--- config.mk ---
export PLATFORM = sky130hd
export DESIGN_NAME = slave_in_flat
export DESIGN_NICKNAME = d
export VERILOG_FILES = /design/src/rtl/slave_in_if.sv /design/src/rtl/slave_in.sv /design/src/flat_wrapper.sv
export SDC_FILE = /design/constraint.sdc
export NUM_CORES = 1
export LEC_CHECK = 0
export ABC_CLOCK_PERIOD_IN_PS = 2150
export BUFFER_PORTS_ARGS = -buffer_cell sky130_fd_sc_hd__buf_2
export CAP_MARGIN = 25
export CORE_MARGIN = 2
export CORE_UTILIZATION = 54
export DETAILED_ROUTE_END_ITERATION = 6
export GPL_TIMING_DRIVEN = 0
export HOLD_SLACK_MARGIN = 0.1
export PLACE_DENSITY = 0.88
export SLEW_MARGIN = 20
export SYNTH_ARGS = -nofsm -noshare
export SYNTH_HDL_FRONTEND = slang
export SYNTH_SLANG_ARGS = --single-unit
--- constraint.sdc ---
create_clock -name clk -period 2.15 [get_ports clk]
set_clock_uncertainty 0.05 [all_clocks]
set_input_delay 0.3225 -clock clk [delete_from_list [all_inputs] [get_ports clk]]
set_output_delay 0.3225 -clock clk [all_outputs]
set_load 0.02 [all_outputs]
--- src/rtl/slave_in_if.sv ---
// Bus bundle between a serial master and the slave_in block, plus the
// slave's local memory port.
//
// Handshake: the master drives one bit per cycle on every tx_* line and
// holds master_valid high for each cycle whose bits are meaningful; a cycle
// with master_valid low carries nothing.  slave_ready is high only while the
// slave is idle and able to take bit 0 of a new header.  On the read return
// path rx_data is meaningful only in cycles where slave_valid is high; there
// is no backpressure on that path.  rx_done pulses for one cycle when a
// transaction addressed to this slave finishes.  mem_we/mem_re are single
// cycle strobes; mem_rdata must be valid the cycle after mem_re.
interface slave_in_if;
    logic        master_valid;
    logic        tx_slave_select;
    logic        tx_address;
    logic        tx_burst_number;
    logic        tx_data;
    logic        write_en;
    logic        read_en;

    logic        slave_ready;
    logic        rx_done;
    logic        slave_valid;
    logic        rx_data;

    logic [11:0] mem_addr;
    logic [7:0]  mem_wdata;
    logic        mem_we;
    logic        mem_re;
    logic [7:0]  mem_rdata;

    // Slave side: consumes the serial request and the memory read data.
    modport slave (
        input  master_valid,
        input  tx_slave_select,
        input  tx_address,
        input  tx_burst_number,
        input  tx_data,
        input  write_en,
        input  read_en,
        input  mem_rdata,
        output slave_ready,
        output rx_done,
        output slave_valid,
        output rx_data,
        output mem_addr,
        output mem_wdata,
        output mem_we,
        output mem_re
    );

    // Master side, including the memory model that answers mem_re.
    modport master (
        output master_valid,
        output tx_slave_select,
        output tx_address,
        output tx_burst_number,
        output tx_data,
        output write_en,
        output read_en,
        output mem_rdata,
        input  slave_ready,
        input  rx_done,
        input  slave_valid,
        input  rx_data,
        input  mem_addr,
        input  mem_wdata,
        input  mem_we,
        input  mem_re
    );
endinterface

--- src/rtl/slave_in.sv ---
// Serial bus slave: deserialises a 12-cycle header (select, start address,
// burst count), then either collects write bytes and strobes them into local
// memory, or fetches bytes from local memory and serialises them back.
// Bursts walk the address upward and wrap at 4095 -> 0.
module slave_in #(
    parameter logic [1:0] SLAVE_ID = 2'b10
) (
    input  logic             clk,
    input  logic             reset,
    slave_in_if.slave        bus,
    output logic [3:0]       dbg_state
);

    localparam logic [3:0] S_IDLE    = 4'd0;
    localparam logic [3:0] S_HEADER  = 4'd1;
    localparam logic [3:0] S_IGNORE  = 4'd2;
    localparam logic [3:0] S_WDATA   = 4'd3;
    localparam logic [3:0] S_WSTROBE = 4'd4;
    localparam logic [3:0] S_RREQ    = 4'd5;
    localparam logic [3:0] S_RWAIT   = 4'd6;
    localparam logic [3:0] S_RSHIFT  = 4'd7;
    localparam logic [3:0] S_DONE    = 4'd8;

    logic [3:0]  state_q,   state_d;
    logic [3:0]  hdr_cnt_q, hdr_cnt_d;
    logic [1:0]  sel_q,     sel_d;
    logic [11:0] base_q,    base_d;
    logic [11:0] burst_q,   burst_d;
    logic        we_q,      we_d;
    logic        re_q,      re_d;
    logic [2:0]  bit_cnt_q, bit_cnt_d;
    logic [12:0] beat_q,    beat_d;
    logic [7:0]  wbyte_q,   wbyte_d;
    logic [7:0]  rbyte_q,   rbyte_d;

    logic        clear_fields;
    logic        last_beat;
    logic        hdr_match;
    logic [11:0] beat_addr;

    // Beat index is 13 bits so a burst count of 4095 gives 4096 beats; the
    // address only uses the low 12 bits and wraps naturally.
    assign last_beat = (beat_q == {1'b0, burst_q});
    assign beat_addr = base_q + beat_q[11:0];
    assign hdr_match = (sel_q == SLAVE_ID) && (we_q != re_q);

    // Next-state and datapath update for the whole transaction sequence.
    always_comb begin
        state_d      = state_q;
        hdr_cnt_d    = hdr_cnt_q;
        sel_d        = sel_q;
        base_d       = base_q;
        burst_d      = burst_q;
        we_d         = we_q;
        re_d         = re_q;
        bit_cnt_d    = bit_cnt_q;
        beat_d       = beat_q;
        wbyte_d      = wbyte_q;
        rbyte_d      = rbyte_q;
        clear_fields = 1'b0;

        case (state_q)
            S_IDLE: begin
                if (bus.master_valid) begin
                    // Header bit 0 and the operation type arrive together.
                    hdr_cnt_d = 4'd1;
                    sel_d     = {1'b0, bus.tx_slave_select};
                    base_d    = {11'd0, bus.tx_address};
                    burst_d   = {11'd0, bus.tx_burst_number};
                    we_d      = bus.write_en;
                    re_d      = bus.read_en;
                    bit_cnt_d = 3'd0;
                    beat_d    = 13'd0;
                    wbyte_d   = 8'd0;
                    rbyte_d   = 8'd0;
                    state_d   = S_HEADER;
                end
            end

            S_HEADER: begin
                if (!bus.master_valid) begin
                    // A gap inside the header means the master gave up.
                    clear_fields = 1'b1;
                    state_d      = S_IDLE;
                end else begin
                    if (hdr_cnt_q == 4'd1) begin
                        sel_d[1] = bus.tx_slave_select;
                    end
                    base_d[hdr_cnt_q]  = bus.tx_address;
                    burst_d[hdr_cnt_q] = bus.tx_burst_number;
                    hdr_cnt_d          = hdr_cnt_q + 4'd1;
                    if (hdr_cnt_q == 4'd11) begin
                        // Select bits landed in cycles 0-1, so the decision
                        // can use the registered copy.
                        hdr_cnt_d = 4'd0;
                        if (!hdr_match) begin
                            state_d = S_IGNORE;
                        end else if (we_q) begin
                            state_d = S_WDATA;
                        end else begin
                            state_d = S_RREQ;
                        end
                    end
                end
            end

            S_IGNORE: begin
                // Sit out the rest of someone else's transaction.
                if (!bus.master_valid) begin
                    clear_fields = 1'b1;
                    state_d      = S_IDLE;
                end
            end

            S_WDATA: begin
                if (bus.master_valid) begin
                    wbyte_d[bit_cnt_q] = bus.tx_data;
                    bit_cnt_d          = bit_cnt_q + 3'd1;
                    if (bit_cnt_q == 3'd7) begin
                        state_d = S_WSTROBE;
                    end
                end
            end

            S_WSTROBE: begin
                if (last_beat) begin
                    state_d = S_DONE;
                end else begin
                    beat_d  = beat_q + 13'd1;
                    state_d = S_WDATA;
                end
            end

            S_RREQ: begin
                state_d = S_RWAIT;
            end

            S_RWAIT: begin
                rbyte_d   = bus.mem_rdata;
                bit_cnt_d = 3'd0;
                state_d   = S_RSHIFT;
            end

            S_RSHIFT: begin
                bit_cnt_d = bit_cnt_q + 3'd1;
                if (bit_cnt_q == 3'd7) begin
                    if (last_beat) begin
                        state_d = S_DONE;
                    end else begin
                        beat_d  = beat_q + 13'd1;
                        state_d = S_RREQ;
                    end
                end
            end

            S_DONE: begin
                clear_fields = 1'b1;
                state_d      = S_IDLE;
            end

            default: begin
                clear_fields = 1'b1;
                state_d      = S_IDLE;
            end
        endcase

        // Leaving a transaction returns every field to its idle value.
        if (clear_fields) begin
            hdr_cnt_d = 4'd0;
            sel_d     = 2'd0;
            base_d    = 12'd0;
            burst_d   = 12'd0;
            we_d      = 1'b0;
            re_d      = 1'b0;
            bit_cnt_d = 3'd0;
            beat_d    = 13'd0;
            wbyte_d   = 8'd0;
            rbyte_d   = 8'd0;
        end
    end

    // State and datapath registers; reset aborts any transaction at once.
    always_ff @(posedge clk or negedge reset) begin
        if (!reset) begin
            state_q   <= S_IDLE;
            hdr_cnt_q <= 4'd0;
            sel_q     <= 2'd0;
            base_q    <= 12'd0;
            burst_q   <= 12'd0;
            we_q      <= 1'b0;
            re_q      <= 1'b0;
            bit_cnt_q <= 3'd0;
            beat_q    <= 13'd0;
            wbyte_q   <= 8'd0;
            rbyte_q   <= 8'd0;
        end else begin
            state_q   <= state_d;
            hdr_cnt_q <= hdr_cnt_d;
            sel_q     <= sel_d;
            base_q    <= base_d;
            burst_q   <= burst_d;
            we_q      <= we_d;
            re_q      <= re_d;
            bit_cnt_q <= bit_cnt_d;
            beat_q    <= beat_d;
            wbyte_q   <= wbyte_d;
            rbyte_q   <= rbyte_d;
        end
    end

    // Outputs decode directly from the state register, so they follow an
    // asynchronous reset without waiting for a clock edge.  Strobes are
    // tied to mutually exclusive states and can never overlap.
    assign bus.slave_ready = (state_q == S_IDLE);
    assign bus.rx_done     = (state_q == S_DONE);
    assign bus.slave_valid = (state_q == S_RSHIFT);
    assign bus.rx_data     = (state_q == S_RSHIFT) ? rbyte_q[bit_cnt_q] : 1'b0;
    assign bus.mem_we      = (state_q == S_WSTROBE);
    assign bus.mem_re      = (state_q == S_RREQ);
    assign bus.mem_addr    = ((state_q == S_WSTROBE) || (state_q == S_RREQ)) ? beat_addr : 12'd0;
    assign bus.mem_wdata   = (state_q == S_WSTROBE) ? wbyte_q : 8'd0;
    assign dbg_state       = state_q;

endmodule
--- src/flat_wrapper.sv ---
// flat-port wrapper written by rule: the top's interface ports become plain ports
module slave_in_flat 
#(
    parameter logic [1:0] SLAVE_ID = 2'b10
)
  (clk, reset, dbg_state, bus_master_valid, bus_tx_slave_select, bus_tx_address, bus_tx_burst_number, bus_tx_data, bus_write_en, bus_read_en, bus_mem_rdata, bus_slave_ready, bus_rx_done, bus_slave_valid, bus_rx_data, bus_mem_addr, bus_mem_wdata, bus_mem_we, bus_mem_re);
  slave_in_if bus_i ();
  input  logic clk;
  input  logic reset;
  output logic [3:0] dbg_state;
  input wire logic [$bits(bus_i.master_valid)-1:0] bus_master_valid;
  input wire logic [$bits(bus_i.tx_slave_select)-1:0] bus_tx_slave_select;
  input wire logic [$bits(bus_i.tx_address)-1:0] bus_tx_address;
  input wire logic [$bits(bus_i.tx_burst_number)-1:0] bus_tx_burst_number;
  input wire logic [$bits(bus_i.tx_data)-1:0] bus_tx_data;
  input wire logic [$bits(bus_i.write_en)-1:0] bus_write_en;
  input wire logic [$bits(bus_i.read_en)-1:0] bus_read_en;
  input wire logic [$bits(bus_i.mem_rdata)-1:0] bus_mem_rdata;
  output wire logic [$bits(bus_i.slave_ready)-1:0] bus_slave_ready;
  output wire logic [$bits(bus_i.rx_done)-1:0] bus_rx_done;
  output wire logic [$bits(bus_i.slave_valid)-1:0] bus_slave_valid;
  output wire logic [$bits(bus_i.rx_data)-1:0] bus_rx_data;
  output wire logic [$bits(bus_i.mem_addr)-1:0] bus_mem_addr;
  output wire logic [$bits(bus_i.mem_wdata)-1:0] bus_mem_wdata;
  output wire logic [$bits(bus_i.mem_we)-1:0] bus_mem_we;
  output wire logic [$bits(bus_i.mem_re)-1:0] bus_mem_re;
  assign bus_i.master_valid = bus_master_valid;
  assign bus_i.tx_slave_select = bus_tx_slave_select;
  assign bus_i.tx_address = bus_tx_address;
  assign bus_i.tx_burst_number = bus_tx_burst_number;
  assign bus_i.tx_data = bus_tx_data;
  assign bus_i.write_en = bus_write_en;
  assign bus_i.read_en = bus_read_en;
  assign bus_i.mem_rdata = bus_mem_rdata;
  assign bus_slave_ready = bus_i.slave_ready;
  assign bus_rx_done = bus_i.rx_done;
  assign bus_slave_valid = bus_i.slave_valid;
  assign bus_rx_data = bus_i.rx_data;
  assign bus_mem_addr = bus_i.mem_addr;
  assign bus_mem_wdata = bus_i.mem_wdata;
  assign bus_mem_we = bus_i.mem_we;
  assign bus_mem_re = bus_i.mem_re;
  slave_in #(.SLAVE_ID(SLAVE_ID)) u_core (.clk(clk), .reset(reset), .bus(bus_i), .dbg_state(dbg_state));
endmodule
==> summary.txt, run 1 <==
==============================================================================
Post-Synthesis Mean Instance Area ...............................     9.27 um2
Final cycle utilization of the critical path ....................         127%
Maximum number of pins on one net before global-route repair ....           47
Worst-case setup margin in the final layout .....................    -0.586 ns
Number of library cell types mapped by synthesis ................           70
Cell total after placement ......................................          624
Worst Max-Slew Pin Slew .........................................     0.523 ns
Launching instance or port of the critical path ................. u_core.base_q[0]
Final number of max-transition violations .......................            0
Clk root buf ....................................................     clkbuf_8
TritonCTS clock tree ............................................        built
Kind of critical path ........................................... flop to output port
Most repeated cell in the gate-level netlist after synthesis ....      dfrtp_1
DR vias .........................................................        4,404
R2R Setup Slk ...................................................      0.05 ns
Critical Path Source Type .......................................         flop
Setup tns final .................................................     -4.24 ns
Data required, critical path ....................................      1.78 ns
1st-iter DRT viols ..............................................          318
H-Tree Level Count ..............................................            3
Die footprint ...................................................  0.00891 mm2
Synthesized instance count ......................................          476
Leakage power summed over all cells .............................   0.00268 uW
Seq/Total Area, Yosys ...........................................        38.6%
Vias per Instance ...............................................         6.45
Highest routed layer ............................................         met4
Number of buffers added on ports ................................           45
Number of buffers between clock root and the deepest sink .......            2
CTS clock-pin slew for the worst setup and hold paths ...........      0.07 ns
# rows ..........................................................           32
Fraction of layout instances using a drive strength above 1 .....        37.5%
Clock period minus worst slack ..................................      2.74 ns
Share of synthesized registers carrying an async set or reset ...         100%
Std-Cell Core Area ..............................................  0.00781 mm2
#FFs+latches synth ..............................................           68
Count of antenna diodes in the layout ...........................            0
Syn Nets ........................................................          512
Met2 layer wire length in the routed design .....................      6.78 mm
Count of endpoints failing hold in the final timing report ......            0
Wire length of the first global-routing pass ....................      20.4 mm
Wire length on met1 .............................................      5.05 mm
DRT Pass-1 Iters ................................................            6
Die Ht ..........................................................      94.4 um
Headroom to the max-slew limit ..................................        65.0%
Worst min-delay path class ...................................... primary input to flop
Antenna-violating nets left .....................................            0
Worst setup EP type .............................................  output port
Maximum capacitance violations ..................................            0
PD cells ........................................................  1100 mW/mm2
Arrival @ worst endpoint ........................................      2.36 ns
Total wire length ...............................................      13.7 mm
Run status ...................................................... finished, violations left
GRT overflow ....................................................            0
Worst-case vdd ir drop ..........................................   0.000755 V
Vias in the first global route ..................................        4,148
Area contributors post-synth .................................... dfrtp_1 39%, nand2_1 5.7%, ha_1 5.1%, o21ai_0 5.0%, xor2_1 4.0%
Met3 WL post-DR .................................................       984 um
Post-synthesis instance area ....................................  0.00441 mm2
Main flop type after synthesis ..................................      dfrtp_1
Effective utilization at floorplan ..............................        56.5%
Most instantiated cells after synthesis ......................... 68 x dfrtp_1, 67 x nand2_1, 44 x o21ai_0, 33 x nor2_1, 20 x xor2_1
R2R Path Start .................................................. u_core.beat_q[0]
Post-DR wirelength/cell .........................................      20.1 um
Detailed placer's ending HPWL ...................................      8.26 mm
Final hold slack ................................................     0.145 ns
Layout Area Growth over Synthesis ...............................        31.5%
I/O pins ........................................................           47
Worst reg2reg endpoint .......................................... u_core.dbg_state[0]
Antenna violations before repair ................................            0
Final core utilization ..........................................        74.3%
Failing checks .................................................. negative setup slack
Overall fraction of global-route tracks in use ..................        29.7%
Sink Count ......................................................           68
Total power .....................................................      6400 uW
Width of the die ................................................      94.4 um
Synth warn ......................................................            0
Clock buffers created by TritonCTS ..............................            9
Post-route non-filler standard cell count .......................          683
DRC Markers .....................................................            0
Number of enable-type register cells in the synthesized netlist .            0
Routability-driven placement congestion ratio ...................        0.942
CP Capture Point ................................................ bus_mem_addr[10]
Post-synthesis cell type with the largest combined area .........      dfrtp_1
Largest fanout of any net on the critical path ..................            2
Share of the synthesized area in the top cell type ..............        38.6%
Setup-failing EPs final .........................................           11
Maximum clock frequency .........................................    0.366 GHz
Latest clock arrival within the worst-skew pair .................      0.35 ns
Number of nets in the layout ....................................          612
Setup repair after global routing missed its margin .............         true
Depth of the worst register-to-register path ....................            7
==============================================================================
[worst min-delay path by stage]
| stage | from | to | slack [ns] | depth (start not counted) |
|---|---|---|---|---|
| after floorplan | reset | u_core.base_q[0] | -0.02 | 0 |
| after global placement | u_core.base_q[6] | u_core.base_q[6] | 0.42 | 2 |
| after detailed placement | reset | u_core.rbyte_q[4] | 0.20 | 1 |
| after CTS | bus_mem_rdata[3] | u_core.rbyte_q[3] | 0.15 | 2 |
| after global routing | bus_mem_rdata[3] | u_core.rbyte_q[3] | 0.15 | 2 |
| final | bus_mem_rdata[3] | u_core.rbyte_q[3] | 0.14 | 2 |
[critical path, cell delays in order (launching register included)]
cell and delay (ns):
dfrtp_2 0.45, ha_4 0.18, fa_2 0.37, a211oi_2 0.28, nor2_2 0.09, o221ai_2 0.22, o21ai_2 0.10, mux2i_2 0.17
buf_4 0.16
[where the power goes]
group / switching, uW / total (uW) / leakage, uW / internal [uW]
Sequential: 163 / 1620 / 0.000915 / 1460
Combinational: 2240 / 3850 / 0.00167 / 1610
Clock: 489 / 931 / 0.0000889 / 442
[flip-flops by register name, indices dropped and copies added (netlist names)]
register and count:
u_core.beat_q 13, u_core.base_q 12, u_core.burst_q 12, u_core.rbyte_q 8
u_core.wbyte_q 8, u_core.dbg_state 4, u_core.hdr_cnt_q 4, u_core.bit_cnt_q 3
u_core.sel_q 2, u_core.re_q 1, u_core.we_q 1
[per-stage QoR]
| step | area (um2) | worst slack (ns) |
|---|---|---|
| 2_1_floorplan | 4440 | -0.120 |
| 3_3_place_gp | 4790 | -0.246 |
| 3_5_place_dp | 4820 | -0.300 |
| 4_1_cts | 5480 | -0.568 |
| 5_1_grt | 5800 | -0.700 |
| 6_report | 5800 | -0.586 |
[kinds of logic (layout without fill, tap and decap cells)]
| kind of cell | count (synthesis) | in the layout | share of synthesized area (%) |
|---|---|---|---|
| multiplexers | 17 | 17 | 4.48 |
| adder cells (fa/ha/maj) | 19 | 19 | 5.56 |
| XOR/XNOR | 26 | 26 | 5.48 |
| buffers and inverters | 34 | 138 | 3.74 |
| flip-flops | 68 | 68 | 38.6 |
| AND/OR/NAND/NOR | 183 | 184 | 21.4 |
| AO/OA/AOI/OAI | 129 | 129 | 20.8 |
[cell usage in the layout, fill, tap and decap left out, types with 4 or more instances in the layout]
| cell type | netlist | layout |
|---|---|---|
| buf_6 | 1 | 12 |
| a21o_1 | 4 | 4 |
| o311ai_0 | 7 | 4 |
| o21ai_0 | 44 | 40 |
| nand4_1 | 9 | 9 |
| nor3_1 | 10 | 7 |
| o31ai_1 | 8 | 7 |
| a21oi_2 | 1 | 4 |
| buf_2 | 10 | 36 |
| inv_1 | 8 | 7 |
| and2_1 | 13 | 12 |
| nand3_1 | 11 | 9 |
| buf_4 | 4 | 52 |
| nor2b_1 | 4 | 4 |
| nand2_1 | 67 | 65 |
| nand2b_1 | 5 | 5 |
| a21oi_1 | 10 | 7 |
| xor2_1 | 20 | 20 |
| ha_4 | 0 | 7 |
| mux2i_1 | 13 | 11 |
| xnor2_1 | 5 | 4 |
| clkinv_2 | 0 | 4 |
| ha_1 | 18 | 10 |
| clkbuf_1 | 9 | 6 |
| and3_1 | 5 | 4 |
| a22o_1 | 11 | 11 |
| dfrtp_2 | 0 | 13 |
| clkbuf_8 | 0 | 11 |
| o21ai_2 | 1 | 4 |
| nor2_1 | 33 | 25 |
| nor2_2 | 0 | 6 |
| a21bo_2 | 11 | 11 |
| dfrtp_1 | 68 | 55 |
[layer usage]
layer  vias up  global-route usage [%]
li1       1939                       -
met3        77                    5.19
met4         0                    16.4
met1      2140                    36.0
met2       248                    50.1
met5         -                       0
[final cells by class]
class                           count  area, um2
Fill cell                         510       2010
Multi-Input combinational cell    375       2930
Clock buffer                       11        141
Timing Repair Buffer               89        639
Clock inverter                      5       27.5
Inverter                            8       33.8
Buffer                             25        186
Sequential cell                    68       1720
Tap cell                          102        128
[timing repair]
action                                  in CTS  in global routing
setup buffers                               24                 19
hold endpoints to repair                    22                  0
gates resized for setup                     73                 49
hold buffers                                 1                  0
pin swaps                                   23                 23
cloned                                       1                  0
endpoints found under the setup margin      53                 63
Power figures use the tool's default switching activity.
==> run 2: changes to the inputs <==
- ABC_CLOCK_PERIOD_IN_PS: 2150 -> 3100
- CORE_UTILIZATION: 54 -> 59
- PLACE_DENSITY: 0.88 -> 0.91
- clock period: 2.15 -> 3.1 ns (I/O delays scaled with it)
==> summary.txt, run 2 (synthesis results as in run 1) <==
==============================================================================
I/O pins ........................................................           47
R2R Setup Slk ...................................................      0.76 ns
CTS clock-pin slew for the worst setup and hold paths ...........      0.08 ns
Slowest CP cell .................................................      dfrtp_1
Maximum number of pins on one net before global-route repair ....           38
# rows ..........................................................           31
Vias per Instance ...............................................         6.21
Destination of the worst hold path .............................. u_core.rbyte_q[0]
Clock period minus worst slack ..................................      2.96 ns
Number of buffers added on ports ................................           45
Setup-failing EPs final .........................................            0
Run status ......................................................    completed
Part of the total power dissipated in sequential elements .......        28.3%
Clk root buf ....................................................     clkbuf_8
Critical Path, Cell by Cell ..................................... ha_1 > a211oi_1 > o21ai_1 > a41oi_1 > xor2_1 > nor2_1 > buf_2
Worst-case vdd ir drop ..........................................   0.000523 V
Sink Count ......................................................           68
Number of stages on the worst hold path .........................            2
Effective utilization at floorplan ..............................        60.8%
Antenna violations before repair ................................            0
DRC Markers .....................................................            0
Worst reg2reg endpoint .......................................... u_core.beat_q[11]
Total wire length ...............................................      11.3 mm
Final cycle utilization of the critical path ....................        95.6%
Leakage power summed over all cells .............................   0.00244 uW
Layout Area Growth over Synthesis ...............................        14.6%
Flip-flop count of the largest register after layout ............           13
Worst Max-Slew Pin Slew .........................................     0.620 ns
Register with the most flip-flops ............................... u_core.beat_q
Arrival @ worst endpoint ........................................      2.45 ns
Setup repair after global routing missed its margin .............        false
Count of antenna diodes in the layout ...........................            0
Count of endpoints failing hold in the final timing report ......            0
Std-Cell Core Area ..............................................  0.00725 mm2
Biggest registers after layout .................................. u_core.beat_q (13), u_core.base_q (12), u_core.burst_q (12)
Routability-driven placement congestion ratio ...................        0.954
Overall fraction of global-route tracks in use ..................        28.5%
Cell internal pwr ...............................................      2210 uW
Depth of the worst register-to-register path ....................            8
Wire length of the first global-routing pass ....................      18.7 mm
Number of buffers between clock root and the deepest sink .......            2
Vias in the first global route ..................................        3,914
Critical Path Source Type .......................................         flop
Die footprint ...................................................  0.00818 mm2
Antenna-violating nets left .....................................            0
Headroom to the max-slew limit ..................................        58.5%
Combinational cell fraction of total power ......................        51.3%
Final number of max-transition violations .......................            0
Number of nets in the layout ....................................          573
PD cells ........................................................   779 mW/mm2
Die Ht ..........................................................      90.5 um
Clock group share of total power ................................        20.4%
DRT Pass-1 Iters ................................................            5
Worst setup EP type .............................................  output port
Data required, critical path ....................................      2.58 ns
Maximum capacitance violations ..................................            0
Crit path buf inv count .........................................            1
Maximum clock frequency .........................................    0.337 GHz
Fraction of power spent switching nets ..........................        43.8%
Hold Crit Start ................................................. bus_mem_rdata[0]
Clock buffers created by TritonCTS ..............................            9
Gate family responsible for the most delay along the worst path . compound AO/OA/AOI/OAI gates
Latest clock arrival within the worst-skew pair .................      0.36 ns
Fraction of layout instances using a drive strength above 1 .....        21.2%
Worst min-delay path class ...................................... primary input to flop
Width of the die ................................................      90.5 um
Largest fanout of any net on the critical path ..................            6
Post-DR wirelength/cell .........................................      17.7 um
TritonCTS clock tree ............................................        built
R2R Path Start .................................................. u_core.bit_cnt_q[0]
Reported net switching power ....................................      1730 uW
GRT overflow ....................................................            0
Setup tns final .................................................         0 ns
Kind of critical path ........................................... flop to output port
Largest stage delay, worst path .................................      0.49 ns
Commonest cells after routing, fill and taps aside .............. 67 x nand2_1, 67 x dfrtp_1, 53 x buf_2
DR vias .........................................................        3,981
H-Tree Level Count ..............................................            3
1st-iter DRT viols ..............................................          349
Final core utilization ..........................................        69.7%
Detailed placer's ending HPWL ...................................      8.34 mm
==============================================================================
[run 2: changes by cell type in the layout (fill, tap and decap cells not counted), sizes merged]
cell    delta
buf       -38
bufinv     +2
clkinv     -2
clkbuf     -1
inv        +1
nor2       -1
[run 2: routing by layer]
metal / wire (um) / vias up / track usage (%)
li1: - / 1862 / -
met1: 4680 / 1912 / 35.3
met2: 5620 / 173 / 48.4
met3: 663 / 34 / 4.84
met4: 377 / 0 / 13.7
met5: 0 / - / 0
[run 2: what timing repair did]
item                       in CTS  in global routing
setup buffers                   0                  3
hold endpoints to repair       31                  0
hold buffers                    1                  0
resized for setup               3                  6
pin swaps                       0                  2
setup endpoints to repair       2                  6
[run 2: through the flow]
step / area [um2] / hold WS [ns] / cells / setup slack, ns / power [uW]
2_1_floorplan: 4410 / 0.119 / 476 / 0.407 / 2550
3_3_place_gp: 4760 / 0.416 / 620 / 0.293 / 2980
3_5_place_dp: 4780 / 0.377 / 621 / 0.232 / 3070
4_1_cts: 5020 / 0.284 / 638 / 0.00668 / 3890
5_1_grt: 5050 / 0.290 / 641 / 0.00110 / 4170
6_report: 5050 / 0.291 / 641 / 0.136 / 3930
[run 2: area by class of cell]
| class | count | area [um2] |
|---|---|---|
| clock inverter | 6 | 88.8 |
| sequential | 68 | 1700 |
| multi-input combinational | 374 | 2560 |
| buffer | 26 | 135 |
| clock buffer | 10 | 128 |
| timing repair buffer | 50 | 283 |
| tap | 99 | 124 |
| inverter | 8 | 30.0 |
| fill | 562 | 2200 |
[run 2: power by group through the flow]
stage,combinational [uW],clock (uW),sequential [uW]
after global routing,2190,849,1130
after floorplan,1430,0,1120
after CTS,1970,810,1110
after global placement,1870,0,1120
final,2020,804,1110
after detailed placement,1950,0,1120
[run 2: worst max path at each step]
| stage | endpoint | depth (start not counted) | startpoint |
|---|---|---|---|
| after floorplan | bus_mem_addr[10] | 7 | u_core.beat_q[0] |
| after global placement | bus_mem_addr[10] | 8 | u_core.beat_q[0] |
| after detailed placement | bus_mem_addr[10] | 8 | u_core.beat_q[0] |
| after CTS | bus_mem_addr[10] | 8 | u_core.beat_q[0] |
| after global routing | bus_mem_addr[9] | 7 | u_core.beat_q[1] |
| final | bus_mem_addr[9] | 7 | u_core.beat_q[1] |
